==> config.mk <==
export PLATFORM = sky130hd
export DESIGN_NAME = out_writer
export DESIGN_NICKNAME = d
export VERILOG_FILES = /design/src/rtl/out_writer.sv
export SDC_FILE = /design/constraint.sdc
export NUM_CORES = 1
export LEC_CHECK = 0
export ABC_CLOCK_PERIOD_IN_PS = 6200
export CAP_MARGIN = 10
export CORE_UTILIZATION = 55
export CTS_CLUSTER_DIAMETER = 100
export CTS_CLUSTER_SIZE = 10
export DETAILED_ROUTE_END_ITERATION = 12
export DONT_BUFFER_PORTS = 1
export HOLD_SLACK_MARGIN = 0.1
export PLACE_DENSITY = 0.7
export SKIP_LAST_GASP = 1
export SLEW_MARGIN = 0
export SYNTH_ARGS = -nofsm -noshare
export SYNTH_HDL_FRONTEND = slang
export SYNTH_SLANG_ARGS = --single-unit
==> constraint.sdc <==
create_clock -name clk -period 6.2 [get_ports clk]
set_input_delay 0.62 -clock clk [delete_from_list [all_inputs] [get_ports clk]]
set_output_delay 0.62 -clock clk [all_outputs]
set_load 0.01 [all_outputs]
==> src/rtl/out_writer.sv <==
`default_nettype none
// ============================================================================
//  Module      : out_writer
//  Description : Collects 8-bit PE result bytes, packs them little-endian
//                into 32-bit words and writes each word to consecutive
//                output-memory addresses, with a done pulse at burst end.
//  Revision    : 1.0 - initial release
// ============================================================================
module out_writer #(
    parameter int CNT_W = 10
) (
    input  logic             clk,
    input  logic             rst,
    input  logic             start,
    input  logic [8:0]       base_addr,
    input  logic [CNT_W-1:0] res_cnt,
    input  logic             res_valid,
    input  logic [7:0]       res_data,
    output logic             res_ready,
    output logic             wr_en,
    output logic [8:0]       wr_addr,
    output logic [31:0]      wr_data,
    output logic             busy,
    output logic             done
);

    typedef enum logic [1:0] {
        S_IDLE    = 2'd0,
        S_COLLECT = 2'd1,
        S_WRITE   = 2'd2,
        S_FIN     = 2'd3
    } state_t;

    localparam logic [CNT_W-1:0] c_one = CNT_W'(1);

    state_t             r_state;
    logic [8:0]         r_addr;
    logic [CNT_W-1:0]   r_remaining;
    logic [1:0]         r_slot;
    logic [31:0]        r_pack;

    logic [31:0]        w_pack_merged;
    logic               w_xfer;
    logic               w_word_end;

    // Pack register with the incoming byte dropped into the current slot,
    // plus the handshake and end-of-word decode for this cycle.
    always_comb begin
        w_pack_merged                        = r_pack;
        w_pack_merged[{r_slot, 3'b000} +: 8] = res_data;
        w_xfer     = (r_state == S_COLLECT) && res_valid && res_ready;
        w_word_end = (r_slot == 2'd3) || (r_remaining == c_one);
    end

    // Burst FSM; every output is registered so it changes only on clk or rst.
    always_ff @(posedge clk or posedge rst) begin
        if (rst) begin
            r_state     <= S_IDLE;
            r_addr      <= '0;
            r_remaining <= '0;
            r_slot      <= '0;
            r_pack      <= '0;
            res_ready   <= 1'b0;
            wr_en       <= 1'b0;
            wr_addr     <= '0;
            wr_data     <= '0;
            busy        <= 1'b0;
            done        <= 1'b0;
        end else begin
            case (r_state)
                S_IDLE: begin
                    if (start) begin
                        r_addr      <= base_addr;
                        r_remaining <= res_cnt;
                        r_slot      <= '0;
                        r_pack      <= '0;
                        busy        <= 1'b1;
                        if (res_cnt != '0) begin
                            r_state   <= S_COLLECT;
                            res_ready <= 1'b1;
                        end else begin
                            // Empty burst: nothing to write, just signal completion.
                            r_state <= S_FIN;
                            done    <= 1'b1;
                        end
                    end
                end

                S_COLLECT: begin
                    if (w_xfer) begin
                        r_pack      <= w_pack_merged;
                        r_slot      <= r_slot + 2'd1;
                        r_remaining <= r_remaining - c_one;
                        if (w_word_end) begin
                            // Word complete (or last partial word): present it
                            // for exactly one cycle; unfilled bytes are still 0.
                            r_state   <= S_WRITE;
                            res_ready <= 1'b0;
                            wr_en     <= 1'b1;
                            wr_addr   <= r_addr;
                            wr_data   <= w_pack_merged;
                        end
                    end
                end

                S_WRITE: begin
                    wr_en  <= 1'b0;
                    r_slot <= '0;
                    r_pack <= '0;
                    r_addr <= r_addr + 9'd1;
                    if (r_remaining != '0) begin
                        r_state   <= S_COLLECT;
                        res_ready <= 1'b1;
                    end else begin
                        r_state <= S_FIN;
                        done    <= 1'b1;
                    end
                end

                S_FIN: begin
                    done    <= 1'b0;
                    busy    <= 1'b0;
                    r_state <= S_IDLE;
                end

                default: begin
                    r_state   <= S_IDLE;
                    res_ready <= 1'b0;
                    wr_en     <= 1'b0;
                    busy      <= 1'b0;
                    done      <= 1'b0;
                end
            endcase
        end
    end

endmodule
`default_nettype wire

==> metrics.md <==
| Metric | Value |
|---|---|
| Final Wtd Congestion | 0.833 |
| Mapped Nets | 505 |
| Min Tclk post-route | 2880 ps |
| Largest net degree at the start of global routing | 54 |
| DR pass1 iterations | 10 |
| Worst r2r path cells | 4 |
| Leak pwr | 2.28 nW |
| Least-Margin Pin Slew | 986 ps |
| HPWL Detailed | 6950 um |
| Most numerous cell in the Yosys netlist | dfrtp_1 |
| Top_reg_cell synth | dfrtp_1 |
| CP top delay family | simple AND/OR/NAND/NOR gates |
| Normalized max-slew margin | 34.3% |
| Synth async-reset ratio | 100% |
| Syn_area_per_cell | 10.9 um^2 |
| Core area | 8850 um^2 |
| Worst Path Required | 6440 ps |
| Slowest CP cell | nor2_8 |
| Post-Syn Instances | 466 |
| Die ar. | 9650 um^2 |
| Violated checks | DRC |
| Core Util, Final | 59.0% |
| CTS Buffer Depth | 2 |
| R2R Path Start | r_state[0]$_DFFE_PP0P_ |
| Routed wire length per instance | 18.5 um |
| Yosys top cell by area | dfrtp_1 |
| RSZ-0062 raised after global routing | false |
| Post-cts hold buffer count | 0 |
| Initial antenna violation count | 0 |
| HP Class | input pin to asynchronous set/reset pin |
| Cell variety after synth | 53 |
| Crit path capture type | flip-flop |
| First-pass GRT wire length | 17,900 um |
| Die Width | 98.2 um |
| Max VDD drop | 0.245 mV |
| Area growth from synthesis to layout | 2.53% |
| H-tree levels | 3 |
| Total gr overflow | 0 |
| Power Dens Cells | 415 nW/um^2 |
| Crit. path cell count | 4 |
| Crit Path Category | flip-flop to flip-flop |
| Post-synth top area share | 49.2% |
| Total negative slack | 0 ps |
| Fillers | 756 |
| Mapped Area | 5090 um^2 |
| Crit-path max cell delay | 750 ps |
| Detail Route met2 WL | 4790 um |
| DRT iter0 DRCs | 201 |
| Post-route ant nets | 0 |
| CP Buf/Inv Count | 0 |
| Clk_skew | 9.25 ps |
| Clk Latency, worst-skew pair | 350 ps |
| Final Max Tran Viols | 0 |
| Total number of vias | 3,389 |
| Met1 wire length | 4710 um |
| Core Rows | 34 |
| Root buffer cell | clkbuf_8 |
| Synth warn | 0 |
| Top cells by area, synth | dfrtp_1, mux2_4, a22o_1 |
| Post-CTS Setup Inserts | 0 |
| DR top layer | met4 |
| Worst Setup SP | r_state[0]$_DFFE_PP0P_ |
| Post-synthesis sequential area ratio | 49.2% |
| Total GRT Usage | 23.2% |
| Fmax achieved | 0.348 GHz |
| Wirelength, routed | 10,300 um |
| CTS buffer count | 9 |
| IO Count | 76 |
| Fin. Hold Viols | 0 |
| CP startpoint kind | flip-flop |
| # diodes | 0 |
| Starting Density | 57.5% |
| Die Ht | 98.2 um |
| Final setup fails | 0 |
| CTS Sinks | 100 |
| Max-cap check violation count | 0 |
| Seq cells post-synth | 100 |
| CTS tree | done |
| Ratio of cells with drive above 1 in the final layout | 15.7% |
| I/O Buffers | 0 |
| Clock transition at the registers of the reported paths | 100 ps |
| Post-synth EDFFs | 0 |
| Metal3 WL | 743 um |
| CTS resizes | 0 |
| Tcrit/Tclk final | 46.4% |
| Cell Area, Placed | 5040 um^2 |
| CP arrival | 3120 ps |
| Outcome | complete, but fails checks |
| CP Max Fanout | 43 |
| Synth top cells by count | dfrtp_1, o21ai_0, inv_1, nand2_1, mux2_4 |
| DRC violation count after routing | 4 |
| Nets | 486 |
| Worst path cell trace | nor2b_1 > nand3_4 > nor2_8 > mux2_2 |
| Finished Cell Area | 5220 um^2 |
| Vias/cell | 6.05 |
| Vias in the first global route | 3,391 |
[through the flow]
| stage | total power [mW] | std cells | setup WS, ps | hold slack (ps) |
|---|---|---|---|---|
| final | 2.16 | 560 | 3320 | 211 |
| after floorplan | 1.65 | 466 | 2960 | 466 |
| after detailed placement | 1.80 | 544 | 3290 | 482 |
| after CTS | 2.18 | 560 | 3290 | 229 |
| after global placement | 1.77 | 544 | 3380 | 483 |
| after global routing | 2.33 | 560 | 3070 | 261 |
[cell type report]
cell class / count / area, um^2 / share of cell area (%)
multi-input cells: 288 / 2210 / 42.3
clock buffers: 10 / 128 / 2.44
clock inverters: 6 / 48.8 / 0.935
flip-flops and latches: 100 / 2500 / 47.9
repair buffers: 4 / 30.0 / 0.575
inverters: 44 / 168 / 3.21
well taps: 108 / 135 / 2.59
[final timing paths]
path | slack, ps | to
setup reg to reg | 3320 | wr_data[27]$_DFFE_PP0P_
min in group clk | 400 | r_pack[23]$_DFFE_PP0P_
hold reg to reg | 510 | r_pack[21]$_DFFE_PP0P_
setup / recovery | 3320 | wr_data[27]$_DFFE_PP0P_
max in group asynchronous | 4920 | wr_addr[4]$_DFFE_PP0P_
hold / removal | 210 | wr_data[10]$_DFFE_PP0P_
[power breakdown]
group | switching, mW | total, mW | leakage [nW] | internal (mW)
clock network | 0.229 | 0.380 | 0.0848 | 0.151
registers | 0.252 | 1.10 | 1.31 | 0.850
logic | 0.353 | 0.682 | 0.891 | 0.330
total | 0.834 | 2.16 | 2.28 | 1.33
[placed cells by master (no fill, tap or decap), drive strengths merged, types with 3 or more instances in the layout]
cell	instances
clkbuf	10
nor4bb	3
ha	8
inv	46
nor4	6
nor3	3
o22a	5
nor2	13
mux2	41
buf	4
a22o	33
nand3	10
a21oi	25
and3	4
nand2	39
and2	5
o21ai	52
nand4	4
dfrtp	100
nand2b	7
[cell families (layout without fill, tap and decap cells)]
logic type	after synthesis	count (layout)	share of synthesized area, %
AND/OR/NAND/NOR	101	101	11.1
AO/OA/AOI/OAI	138	138	18.4
multiplexers	41	41	11.9
adder cells (fa/ha/maj)	8	8	1.97
buffers and inverters	78	64	7.47
flip-flops	100	100	49.2
[registers in the layout, indices dropped and copies added, names as in the netlist]
| name | count |
|---|---|
| r_remaining | 10 |
| wr_addr | 9 |
| r_slot | 2 |
| r_addr | 9 |
| done | 1 |
| r_state | 2 |
| busy | 1 |
| r_pack | 32 |
| wr_data | 32 |
| res_ready | 1 |
| wr_en | 1 |
[worst reg2reg max path, stage by stage (launching register included)]
cell and delay (ps):
dfrtp_1 740, nor2b_1 650, nand3_4 180, nor2_8 750, mux2_2 440
[layer usage]
| metal | GRT usage (%) | vias up |
|---|---|---|
| met5 | 0 | - |
| met4 | 6.66 | 0 |
| met3 | 5.08 | 9 |
| met2 | 33.9 | 116 |
| met1 | 34.6 | 1659 |
| li1 | - | 1605 |
Note: power is estimated with default switching activity, not from simulation.
